[src/rtl/circuito_exp5_pkg.sv]
// Shared types and constants for the sequence-memory game: state codes,
// the fixed 16-play sequence and default timing parameters.
package circuito_exp5_pkg;

   localparam int TIMEOUT_CYCLES_DEF = 3000;
   localparam int N_JOGADAS_DEF      = 16;

   typedef enum logic [3:0] {
      INICIAL        = 4'h0,
      PREPARACAO     = 4'h1,
      ESPERA         = 4'h2,
      REGISTRA       = 4'h3,
      COMPARACAO     = 4'h4,
      PROXIMO        = 4'h5,
      PROXIMA_RODADA = 4'h6,
      FIM_ACERTOU    = 4'hA,
      FIM_TIMEOUT    = 4'hC,
      FIM_ERROU      = 4'hE
   } estado_t;

   function automatic logic [3:0] rom_jogada(input logic [3:0] addr);
      logic [3:0] dado;
      case (addr)
         4'h0: dado = 4'h1;
         4'h1: dado = 4'h2;
         4'h2: dado = 4'h4;
         4'h3: dado = 4'h8;
         4'h4: dado = 4'h4;
         4'h5: dado = 4'h2;
         4'h6: dado = 4'h1;
         4'h7: dado = 4'h1;
         4'h8: dado = 4'h2;
         4'h9: dado = 4'h2;
         4'hA: dado = 4'h4;
         4'hB: dado = 4'h4;
         4'hC: dado = 4'h8;
         4'hD: dado = 4'h8;
         4'hE: dado = 4'h1;
         default: dado = 4'h4;
      endcase
      return dado;
   endfunction

endpackage

[src/rtl/circuito_exp5_jogo_hexa7seg.sv]
// 4-bit value to active-low 7-segment pattern, bit order gfedcba.
module hexa7seg (
   input  logic [3:0] valor_i,
   output logic [6:0] seg_o
);

   always_comb begin
      seg_o = 7'b1111111;
      case (valor_i)
         4'h0: seg_o = 7'b1000000;
         4'h1: seg_o = 7'b1111001;
         4'h2: seg_o = 7'b0100100;
         4'h3: seg_o = 7'b0110000;
         4'h4: seg_o = 7'b0011001;
         4'h5: seg_o = 7'b0010010;
         4'h6: seg_o = 7'b0000010;
         4'h7: seg_o = 7'b1111000;
         4'h8: seg_o = 7'b0000000;
         4'h9: seg_o = 7'b0010000;
         4'hA: seg_o = 7'b0001000;
         4'hB: seg_o = 7'b0000011;
         4'hC: seg_o = 7'b1000110;
         4'hD: seg_o = 7'b0100001;
         4'hE: seg_o = 7'b0000110;
         default: seg_o = 7'b0001110;
      endcase
   end

endmodule

[src/rtl/circuito_exp5_jogo.sv]
// Genius-style sequence-memory game: FSM, datapath and debug displays.
// Define TIMEOUT_EN to enable the per-play deadline and the fim_timeout state.
module circuito_exp5_jogo
   import circuito_exp5_pkg::*;
#(
`ifdef TIMEOUT_EN
   parameter int TIMEOUT_CYCLES = TIMEOUT_CYCLES_DEF,
`endif
   parameter int N_JOGADAS = N_JOGADAS_DEF
) (
   input  logic       clock,
   input  logic       reset,
   input  logic       iniciar,
   input  logic [3:0] chaves,
   output logic       pronto,
   output logic       acertou,
   output logic       errou,
   output logic [3:0] leds,
   output logic       db_igual,
   output logic       db_tem_jogada,
   output logic       db_endmenorquelimite,
   output logic       db_clock,
   output logic [6:0] db_timeout,
   output logic [6:0] db_contagem,
   output logic [6:0] db_memoria,
   output logic [6:0] db_estado,
   output logic [6:0] db_jogadafeita,
   output logic [6:0] db_limite
);

   localparam logic [3:0] ULTIMA = 4'(N_JOGADAS - 1);

   estado_t    state_q, state_d;
   logic [3:0] addr_q, addr_d;
   logic [3:0] lim_q, lim_d;
   logic [3:0] play_q, play_d;
   logic       tem_q;
   logic       pronto_q, acertou_q, errou_q, tmo_flag_q;

   logic       tem_jogada, jogada, igual, end_menor, expirou;
   logic [3:0] rom_dado;

   assign tem_jogada = |chaves;
   assign jogada     = tem_jogada & ~tem_q;
   assign rom_dado   = rom_jogada(addr_q);
   assign igual      = (play_q == rom_dado);
   assign end_menor  = (addr_q < lim_q);

`ifdef TIMEOUT_EN
   localparam int TMO_W = $clog2(TIMEOUT_CYCLES + 1);
   logic [TMO_W-1:0] tmo_q;

   // Held at zero outside espera, so it restarts on every entry.
   always_ff @(posedge clock or negedge reset) begin
      if (!reset) tmo_q <= '0;
      else if (state_q != ESPERA) tmo_q <= '0;
      else tmo_q <= tmo_q + 1'b1;
   end
   assign expirou = (tmo_q == TMO_W'(TIMEOUT_CYCLES - 1));
`else
   assign expirou = 1'b0;
`endif

   always_comb begin
      state_d = state_q;
      addr_d  = addr_q;
      lim_d   = lim_q;
      play_d  = play_q;
      case (state_q)
         INICIAL: if (iniciar) state_d = PREPARACAO;
         PREPARACAO: begin
            addr_d  = '0;
            lim_d   = '0;
            play_d  = '0;
            state_d = ESPERA;
         end
         // A play arriving in the expiry cycle takes priority.
         ESPERA: begin
            if (jogada) state_d = REGISTRA;
            else if (expirou) state_d = FIM_TIMEOUT;
         end
         REGISTRA: begin
            play_d  = chaves;
            state_d = COMPARACAO;
         end
         COMPARACAO: begin
            if (!igual) state_d = FIM_ERROU;
            else if (end_menor) state_d = PROXIMO;
            else if (lim_q != ULTIMA) state_d = PROXIMA_RODADA;
            else state_d = FIM_ACERTOU;
         end
         PROXIMO: begin
            addr_d  = addr_q + 4'd1;
            state_d = ESPERA;
         end
         PROXIMA_RODADA: begin
            lim_d   = lim_q + 4'd1;
            addr_d  = '0;
            state_d = ESPERA;
         end
         FIM_ACERTOU, FIM_ERROU, FIM_TIMEOUT: if (iniciar) state_d = PREPARACAO;
         default: state_d = INICIAL;
      endcase
   end

   // Flags are decoded from the next state so they line up with state_q.
   always_ff @(posedge clock or negedge reset) begin
      if (!reset) begin
         state_q    <= INICIAL;
         addr_q     <= '0;
         lim_q      <= '0;
         play_q     <= '0;
         tem_q      <= 1'b0;
         pronto_q   <= 1'b0;
         acertou_q  <= 1'b0;
         errou_q    <= 1'b0;
         tmo_flag_q <= 1'b0;
      end else begin
         state_q    <= state_d;
         addr_q     <= addr_d;
         lim_q      <= lim_d;
         play_q     <= play_d;
         tem_q      <= tem_jogada;
         pronto_q   <= (state_d == FIM_ACERTOU) || (state_d == FIM_ERROU) ||
                       (state_d == FIM_TIMEOUT);
         acertou_q  <= (state_d == FIM_ACERTOU);
         errou_q    <= (state_d == FIM_ERROU) || (state_d == FIM_TIMEOUT);
         tmo_flag_q <= (state_d == FIM_TIMEOUT);
      end
   end

   assign pronto               = pronto_q;
   assign acertou              = acertou_q;
   assign errou                = errou_q;
   assign leds                 = chaves;
   assign db_igual             = igual;
   assign db_tem_jogada        = tem_jogada;
   assign db_endmenorquelimite = end_menor;
   assign db_clock             = clock;

   hexa7seg u_hex_timeout (.valor_i({3'b000, tmo_flag_q}), .seg_o(db_timeout));
   hexa7seg u_hex_contagem (.valor_i(addr_q), .seg_o(db_contagem));
   hexa7seg u_hex_memoria (.valor_i(rom_dado), .seg_o(db_memoria));
   hexa7seg u_hex_estado (.valor_i(state_q), .seg_o(db_estado));
   hexa7seg u_hex_jogada (.valor_i(play_q), .seg_o(db_jogadafeita));
   hexa7seg u_hex_limite (.valor_i(lim_q), .seg_o(db_limite));

endmodule

[config.mk]
export PLATFORM = sky130hd
export DESIGN_NAME = circuito_exp5_jogo
export DESIGN_NICKNAME = d
export VERILOG_FILES = /design/src/rtl/circuito_exp5_pkg.sv /design/src/rtl/circuito_exp5_jogo_hexa7seg.sv /design/src/rtl/circuito_exp5_jogo.sv
export SDC_FILE = /design/constraint.sdc
export NUM_CORES = 1
export LEC_CHECK = 0
export ABC_AREA = 1
export BUFFER_PORTS_ARGS = -buffer_cell sky130_fd_sc_hd__buf_2
export CAP_MARGIN = 25
export CORE_ASPECT_RATIO = 0.9
export CORE_MARGIN = 1.5
export CORE_UTILIZATION = 59
export DETAILED_ROUTE_END_ITERATION = 6
export PLACE_DENSITY = 0.87
export SKIP_LAST_GASP = 1
export SYNTH_ARGS = -nofsm -noshare
export SYNTH_HDL_FRONTEND = slang
export SYNTH_SLANG_ARGS = --single-unit
[constraint.sdc]
create_clock -name clock -period 3.3 [get_ports clock]
set_input_delay 0.66 -clock clock [delete_from_list [all_inputs] [get_ports clock]]
set_output_delay 0.66 -clock clock [all_outputs]
set_load 0.005 [all_outputs]
# ---- Yosys cells after proc, flatten, opt, wreduce, memory -nomap -nowiden
# Memories as Yosys holds them, arrays and structs flattened.
# Index checks and enable logic that the tools add are counted.
# W data, S select, Z words.
dict set report word_totals {
  n_memories 7
  output_inout_bits 53
  mem_bits_ro 736
  ff_bits 21
  wordCells 55
}
dict set report classes {
  n_eq_ne 14
  n_lt_le_gt_ge 1
  mux 9
  addsub 2
  reduce_logical 11
  bitwise_logic 2
}
# memory words width rd rd_clocked_by_memory_dff write_ports line
set memory_table {}
lappend memory_table {{(name not given)} 16 7 1 0 0 circuito_exp5_jogo_hexa7seg.sv:9} ;# case (valor_i)
lappend memory_table {{(name not given)} 16 7 1 0 0 circuito_exp5_jogo_hexa7seg.sv:9}
lappend memory_table {{(name not given)} 16 7 1 0 0 circuito_exp5_jogo_hexa7seg.sv:9}
lappend memory_table {{(name not given)} 16 7 1 0 0 circuito_exp5_jogo_hexa7seg.sv:9}
lappend memory_table {{(name not given)} 16 7 1 0 0 circuito_exp5_jogo_hexa7seg.sv:9}
lappend memory_table {{(name not given)} 16 7 1 0 0 circuito_exp5_jogo_hexa7seg.sv:9}
lappend memory_table {{1 more memories} -- -- -- -- -- --}
# cell count
set ops {}
lappend ops {{$eq A4 B4 Y1 const B} 6}
lappend ops {{$pmux W4 S2} 3}
lappend ops {{$mux W4} 5}
lappend ops {{$pmux W4 S5} 1}
lappend ops {{$eq A4 B3 Y1 const B} 3}
lappend ops {{$add A4 B1 Y4 const B} 2}
lappend ops {{$eq A4 B2 Y1 const B} 2}
lappend ops {{$reduce_or A4 Y1} 2}
lappend ops {{$reduce_bool A2 Y1} 3}
lappend ops {{$eq A4 B1 Y1 const B} 1}
lappend ops {{$eq A4 B4 Y1} 1}
lappend ops {{$logic_not A4 Y1} 1}
lappend ops {{$lt A4 B4 Y1} 1}
lappend ops {{$ne A4 B4 Y1 const B} 1}
lappend ops {{$logic_or A1 B1 Y1} 3}
lappend ops {{$reduce_or A3 Y1} 1}
lappend ops {{$reduce_or A2 Y1} 1}
lappend ops {{$and A1 B1 Y1} 1}
lappend ops {{$not A1 Y1} 1}

# ---- Depth between registers and ports, before layout
# Gate-level depths: netlist of run 1.
dict set report logic_depth {
  depth_word 8
  depth_mapped 15
  ltp_nobuf 15
}

# ---- Hierarchy
# A second synthesis of run 1 with hierarchy kept.
dict set report hier_totals {
  hier_cells 475
  area_unflattened_um2 2992.9
}
# module cells_per_inst instances area_each_um2
set by_module_without_submodules {}
lappend by_module_without_submodules {hexa7seg 49 6 274.0}
lappend by_module_without_submodules {circuito_exp5_jogo 181 1 1348.8}

==> implementation parameters, run 1 <==
Parameter                              Value

STA
  Tcrit/Tclk final    91.4%
  Worst-case headroom to the max-slew limit    55.8%
  Transition time at the pin with the least slew margin    663 ps
  Achievable frequency    332 MHz
  Total negative slack for setup checks    0 ps
  Worst clock skew on the final layout    2.29 ps
  Total count of hold-check failures in the final report    0
  Setup repair after global routing missed its margin    false
  Final worst slack    285 ps
  Clock period minus final worst setup slack    3020 ps
  Final count of pins violating max slew    0
  Number of setup violations in the final report    0

Hold path
  Hold Crit Class    input pin to async pin

Status
  Violated checks    DRC
  Run status    finished with violations

Global route
  Maximum number of pins on one net before global-route repair    22
  Vias in the first global route    2141
  Global-route wire length before repair    9.53 mm
  Number of antenna violations at the first check in global routing    0
  Combined global-route utilization of all metal layers    25.4%
  Total gr overflow    0

Layout
  Post-Route Utilization    68.1%
  Share of cells above drive strength 1    23.9%
  Post-route non-filler standard cell count    approximately 450
  Layout Nets    around 440
  Most common library cell in the layout ignoring fill and taps    sky130_fd_sc_hd__nand2_1
  Filler instances    372
  Area grow syn2layout    11.6%
  Highest-count cells in the layout ignoring fill and taps    sky130_fd_sc_hd__nand2_1 (83), sky130_fd_sc_hd__buf_2 (56), sky130_fd_sc_hd__inv_1 (38)
  Ant. Diodes    0

Worst setup path
  Reg2Reg Setup Slack    1120 ps
  Reg2Reg Capture Point    acertou
  Worst Reg-to-Reg Cells    12
  Worst Path Buf+Inv    3
  Startpoint-to-endpoint class of the critical path    flop to output port
  Ordered list of cells on the worst path    inv_1, ha_1, nand3_1, nand2_2, inv_1, ha_1, o31ai_1, buf_2
  Cell family contributing the most delay on the critical path    adder cells
  Slowest cell on the critical path    sky130_fd_sc_hd__dfrtp_1
  Req. time, crit path    between 2000 and 3000 ps
  Worst setup path endpoint    db_memoria[1]
  Origin of the worst setup path    addr_q[0]
  Crit path max fanout    7
  Element type at the critical path end    output port
  Startpoint of the worst-slack reg-to-reg timing path    addr_q[2]
  Data arrival at the endpoint of the critical path    2360 ps
  Number of gates on the worst path with buffers counted    8
  Critical Path Max Stage Delay    440 ps
  Launching element type of the critical path    flop

Pwr
  IR drop worst, VDD    0.484 mV
  Static power due to leakage    1.56 nW
  Overall power consumption    2.53 mW
  Power per Cell Area    912 nW/µm²

Synth
  Synthesis Warnings    0
  Post-synth top flop    sky130_fd_sc_hd__dfrtp_1
  Mux share of post-synthesis cell area    0%
  Post-synthesis simple-gate area fraction    27.8%
  Part of the Yosys area used for sequential elements    21.1%
  Summed instance area of the synthesized netlist    2490 µm²
  Area fraction in compound gates after synthesis    approximately a fifth
  Number of enable-type register cells in the synthesized netlist    0
  Instance count of the mapped netlist    358
  Adder-cell area share of the yosys netlist    17.6%
  Async set or reset register ratio after synthesis    100%
  Combinational family with the most area after synthesis    simple AND/OR/NAND/NOR gates
  Post-Synth XOR/XNOR Area    0%
  Average instance area after synthesis    around 6.9 µm²
  Number of distinct library cell variants in the gate-level netlist after synthesis    40
  Number of register bits inferred by synthesis    21

Route
  Detailed-route wire length per cell    ~12 µm
  Vias post-DR    2424
  Iteration-0 DRC Markers    about 130
  Number of detailed-route iterations in the first pass    7
  DRC viols    7
  Detail-routed via count per cell    between 5 and 6
  Routed wire length    between 5 and 6 mm
  Post-detailed-route count of antenna-violating nets    0

Clocking
  Clock latency reported for the late side of the worst-skew pair    370 ps
  TritonCTS clock tree    yes
  Hold-fix buffer count after cts    0
  Clock slew seen by the registers of the worst setup and hold paths    around 80 ps
  Post-CTS Setup Inserts    0
  # resized after CTS    0

Floorplan
  Floorplan die area    roughly 4600 µm²
  Cell row count    22
  Vertical extent of the die    64.6 µm
  Die extent in x    71.4 µm
  Initial standard-cell utilization of the core    61.0%
  Core Box Area    4070 µm²
  Top-level I/O count    60

Flow run
  Number of max-cap violations    0

Placed design
  Post-detail-place hpwl    4.22 mm
  Placer's final routability congestion estimate    ~0.93
  Placed insts    about 440
  Buffers added on ports    56
  Worst slack, placed    between 600 and 700 ps
[logic make-up (layout without fill, tap and decap cells)]
kind of cell | after synthesis | count (layout)
AND/OR/NAND/NOR | 150 | 150
AO/OA/AOI/OAI | 80 | 80
buffers and inverters | 70 | 112
adder cells (fa/ha/maj) | 35 | 35
flip-flops | 21 | 21
other | 2 | 3
[cells in the mapped netlist, types with 2 or more instances]
| cell type | count | area share [%] |
|---|---|---|
| sky130_fd_sc_hd__nor2_2 | 3 | 0.75 |
| sky130_fd_sc_hd__nand3_2 | 3 | 1.2 |
| sky130_fd_sc_hd__nand2_4 | 3 | 1.4 |
| sky130_fd_sc_hd__nand2_1 | 83 | 13 |
| sky130_fd_sc_hd__o31ai_1 | 3 | 0.91 |
| sky130_fd_sc_hd__a211oi_1 | 2 | 0.60 |
| sky130_fd_sc_hd__inv_1 | 38 | 5.7 |
| sky130_fd_sc_hd__o21ai_0 | 26 | 5.2 |
| sky130_fd_sc_hd__nand3_1 | 21 | 4.2 |
| sky130_fd_sc_hd__inv_2 | 6 | 0.91 |
| sky130_fd_sc_hd__nor2_4 | 2 | 0.91 |
| sky130_fd_sc_hd__o211ai_1 | 5 | 1.5 |
| sky130_fd_sc_hd__conb_1 | 2 | 0.30 |
| sky130_fd_sc_hd__o2111ai_1 | 2 | 0.70 |
| sky130_fd_sc_hd__a21oi_1 | 23 | 4.6 |
| sky130_fd_sc_hd__a31oi_1 | 4 | 1.0 |
| sky130_fd_sc_hd__nor3_1 | 2 | 0.40 |
| sky130_fd_sc_hd__buf_6 | 2 | 0.91 |
| sky130_fd_sc_hd__buf_2 | 4 | 0.81 |
| sky130_fd_sc_hd__a32o_1 | 2 | 0.81 |
| sky130_fd_sc_hd__nor2_1 | 19 | 2.9 |
| sky130_fd_sc_hd__clkbuf_1 | 3 | 0.45 |
| sky130_fd_sc_hd__o21ai_1 | 2 | 0.40 |
| sky130_fd_sc_hd__o22ai_1 | 6 | 1.5 |
| sky130_fd_sc_hd__buf_4 | 12 | 3.6 |
| sky130_fd_sc_hd__nand2_2 | 11 | 2.8 |
| sky130_fd_sc_hd__clkinv_1 | 2 | 0.30 |
| sky130_fd_sc_hd__ha_1 | 35 | 18 |
| sky130_fd_sc_hd__dfrtp_1 | 21 | 21 |
[stage by stage]
step	instance area [µm²]	hold WS (ps)
floorplan	2490	364
global placement	2690	536
detailed placement	2690	546
CTS	2770	240
global route	2770	256
finish	2770	239
[power breakdown]
group | total, mW | switching, mW | internal [mW] | leakage, nW
clock network | 0.276 | 0.106 | 0.169 | 0.0510
logic | 1.77 | 1.06 | 0.709 | 1.23
registers | 0.482 | 0.153 | 0.328 | 0.279
[worst reg2reg max path, delay by kind of cell, from the launching register on]
family / cells / cell delay [ps]
AND/OR/NAND/NOR: 10 / 940
buffers and inverters: 1 / 90
adder cells (fa/ha/maj): 1 / 270
flip-flops: 1 / 770
[area by class of cell]
type	instances	area, µm²	share of cell area, %
clock buffer	7	87.6	3.16
clock inverter	1	5.00	0.180
inverter	49	199	7.17
multi-input combinational	268	1620	58.5
sequential	21	526	18.9
tap	48	60.1	2.17
timing repair buffer	55	275	9.92
[routing by layer]
metal	track usage, %	wire (µm)	vias to the layer above
met5	0	0	-
met4	9.62	65	0
met3	2.64	230	6
met2	40.0	2450	66
met1	35.8	2720	1097
li1	-	-	1255
[state kept, by name (all words and copies together) (netlist names)]
register,flops
acertou,1
addr_q,4
errou,1
lim_q,4
play_q,4
pronto,1
state_q,4
tem_q,1
tmo_flag_q,1
[worst min path at each step]
stage,from,end,cells after the start
after floorplan,reset,acertou,0
after global placement,lim_q[0],lim_q[0],1
after detailed placement,lim_q[0],lim_q[0],1
after CTS,reset,state_q[3],1
after global routing,reset,tmo_flag_q,1
final,reset,state_q[3],1
Note: power is estimated with default switching activity, not from simulation.
==> inputs of run 2 (changes only) <==
Settings changed: CORE_MARGIN 1.5 to 2.
==> run 2 against run 1 <==
  * The run now ends clean
  * Die area is 3.0% higher
  * Fmax is 0.32% lower
  * Non-clock buffer count stayed put
  * Flip-flop and latch count stayed put
  * Critical path depth stayed put
  * Critical path type unchanged
  * Routed wire length is 0.57% lower
  * Utilization stayed put
==> implementation parameters, run 2 (synthesis results as in run 1) <==
Parameter                              Value

Clocking
  Hold-fix buffer count after cts    0 (unchanged)
  Clock slew seen by the registers of the worst setup and hold paths    80 ps (about the same)
  # resized after CTS    0 (unchanged)
  Post-CTS Setup Inserts    0 (unchanged)
  Clock latency reported for the late side of the worst-skew pair    370 ps (about the same)
  TritonCTS clock tree    yes

Route
  Routed wire length    5.44 mm (-0.57%)
  Vias post-DR    2440 (+0.66%)
  Post-detailed-route count of antenna-violating nets    0 (unchanged)
  Number of detailed-route iterations in the first pass    7 (unchanged)
  Iteration-0 DRC Markers    122 (-9.0%)
  Detailed-route wire length per cell    12.1 µm (-0.57%)
  DRC viols    0 (-7)
  Detail-routed via count per cell    5.43 (+0.66%)

Layout
  Share of cells above drive strength 1    23.9% (unchanged)
  Most common library cell in the layout ignoring fill and taps    sky130_fd_sc_hd__nand2_1
  Post-route non-filler standard cell count    449 (unchanged)
  Area grow syn2layout    11.6% (unchanged)
  Ant. Diodes    0 (unchanged)
  Highest-count cells in the layout ignoring fill and taps    sky130_fd_sc_hd__nand2_1 (83), sky130_fd_sc_hd__buf_2 (56), sky130_fd_sc_hd__inv_1 (38)
  Filler instances    344 (-7.5%)
  Layout Nets    444 (unchanged)

Worst setup path
  Number of gates on the worst path with buffers counted    8 (unchanged)
  Element type at the critical path end    output port
  Reg2Reg Capture Point    acertou
  Startpoint of the worst-slack reg-to-reg timing path    addr_q[2]
  Launching element type of the critical path    flop
  Cell family contributing the most delay on the critical path    adder cells
  Startpoint-to-endpoint class of the critical path    flop to output port
  Reg2Reg Setup Slack    1150 ps (+30 ps)
  Req. time, crit path    2640 ps (about the same)
  Origin of the worst setup path    addr_q[0]
  Ordered list of cells on the worst path    inv_1, ha_1, nand3_1, nand2_2, inv_1, ha_1, o31ai_1, buf_2
  Worst Reg-to-Reg Cells    12 (unchanged)
  Slowest cell on the critical path    sky130_fd_sc_hd__dfrtp_1
  Worst setup path endpoint    db_memoria[1]
  Crit path max fanout    7 (unchanged)
  Data arrival at the endpoint of the critical path    2360 ps (about the same)
  Worst Path Buf+Inv    3 (unchanged)
  Critical Path Max Stage Delay    450 ps (about the same)

STA
  Worst clock skew on the final layout    1.99 ps (-0.302 ps)
  Number of setup violations in the final report    0 (unchanged)
  Clock period minus final worst setup slack    3020 ps (+9.55 ps)
  Final count of pins violating max slew    0 (unchanged)
  Transition time at the pin with the least slew margin    625 ps (-37.9 ps)
  Worst-case headroom to the max-slew limit    58.3% (+2.5 points)
  Tcrit/Tclk final    91.7% (+0.29 points)
  Setup repair after global routing missed its margin    false
  Achievable frequency    331 MHz (-0.32%)
  Total negative slack for setup checks    0 ps (unchanged)
  Total count of hold-check failures in the final report    0 (unchanged)

Hold path
  Hold Crit Class    input pin to async pin

Pwr
  Sw power    1.33 mW (+0.55%)
  IR drop worst, VDD    0.450 mV (-7.0%)
  Sequential group share of total power    18.8% (-0.2 points)
  Switching fraction of total power    52.4% (+0.14 points)
  Relative contribution of the clock network to total power    11.2% (+0.3 points)
  Power per Cell Area    914 nW/µm² (+0.28%)
  Static power due to leakage    1.56 nW (unchanged)
  Internal power    1.21 mW (about the same)
  Combinational share of power    69.9% (-0.2 points)

Floorplan
  Cell row count    22 (unchanged)
  Floorplan die area    4750 µm² (+3.0%)
  Die extent in x    72.4 µm (+1.4%)
  Top-level I/O count    60 (unchanged)
  Initial standard-cell utilization of the core    61.0% (unchanged)
  Core Box Area    4070 µm² (unchanged)
  Vertical extent of the die    65.6 µm (+1.5%)

Global route
  Number of antenna violations at the first check in global routing    0 (unchanged)
  Global Route met3 Usage    5.06% (+2.4 points)
  Vias in the first global route    2150 (+0.42%)
  Global-route wire length before repair    9.32 mm (-2.2%)
  Combined global-route utilization of all metal layers    24.8% (-0.59 points)
  Maximum number of pins on one net before global-route repair    22 (unchanged)
  Met2 usage    37.2% (-2.8 points)
  Met1 usage in global routing    33.9% (-1.9 points)
  Most Used Layer, Global Route    met2
  Total gr overflow    0 (unchanged)

Placed design
  Post-detail-place hpwl    4.17 mm (-1.2%)
  Placer's final routability congestion estimate    0.981 (+5.3%)
  Buffers added on ports    56 (unchanged)
  Placed insts    442 (unchanged)

Flow run
  Number of max-cap violations    0 (unchanged)

Status
  Run status    finished, final reports clean
## run 2: cell counts in the layout (fill, tap and decap cells not counted)
Identical to the previous run, type by type.
## run 2: worst min path at each step
| stage | start | to | cells past startpoint |
|---|---|---|---|
| 3_3_place_gp | lim_q[0] | lim_q[0] | 1 |
| 2_1_floorplan | reset | acertou | 0 |
| 4_1_cts | reset | lim_q[3] | 1 |
| 3_5_place_dp | lim_q[0] | lim_q[0] | 1 |
| 5_1_grt | reset | lim_q[3] | 1 |
| 6_report | reset | state_q[3] | 1 |
## run 2: cell type report
cell class / count / area [µm²] / share of cell area, %
clock buffer: 7 / 87.6 / 3.16
clock inverter: 1 / 5.00 / 0.180
inverter: 49 / 199 / 7.17
multi-input combinational: 268 / 1620 / 58.5
sequential: 21 / 526 / 18.9
tap: 48 / 60.1 / 2.17
timing repair buffer: 55 / 275 / 9.92
## run 2: per-layer routing
metal,vias up,part of all wire [%]
met2,110,45
li1,1253,-
met5,-,0
met3,9,6.7
met4,0,1.7
met1,1068,47
## run 2: per-stage QoR
stage	hold WS, ps	setup slack, ps	total power [mW]	cell area [µm²]	util [%]
floorplan	364	879	1.72	2490	-
global placement	554	763	2.21	2690	65.9
detailed placement	580	665	2.25	2690	65.9
CTS	249	260	2.53	2770	68.1
global route	266	40.7	2.83	2770	68.1
finish	243	275	2.54	2770	68.1
## run 2: power groups by stage
| stage | registers, mW | clock network [mW] | logic, mW |
|---|---|---|---|
| final | 0.477 | 0.285 | 1.77 |
| after detailed placement | 0.476 | 0.0132 | 1.76 |
| after global placement | 0.478 | 0.0132 | 1.72 |
| after global routing | 0.495 | 0.303 | 2.03 |
| after CTS | 0.473 | 0.289 | 1.77 |
| after floorplan | 0.400 | 0.0196 | 1.30 |
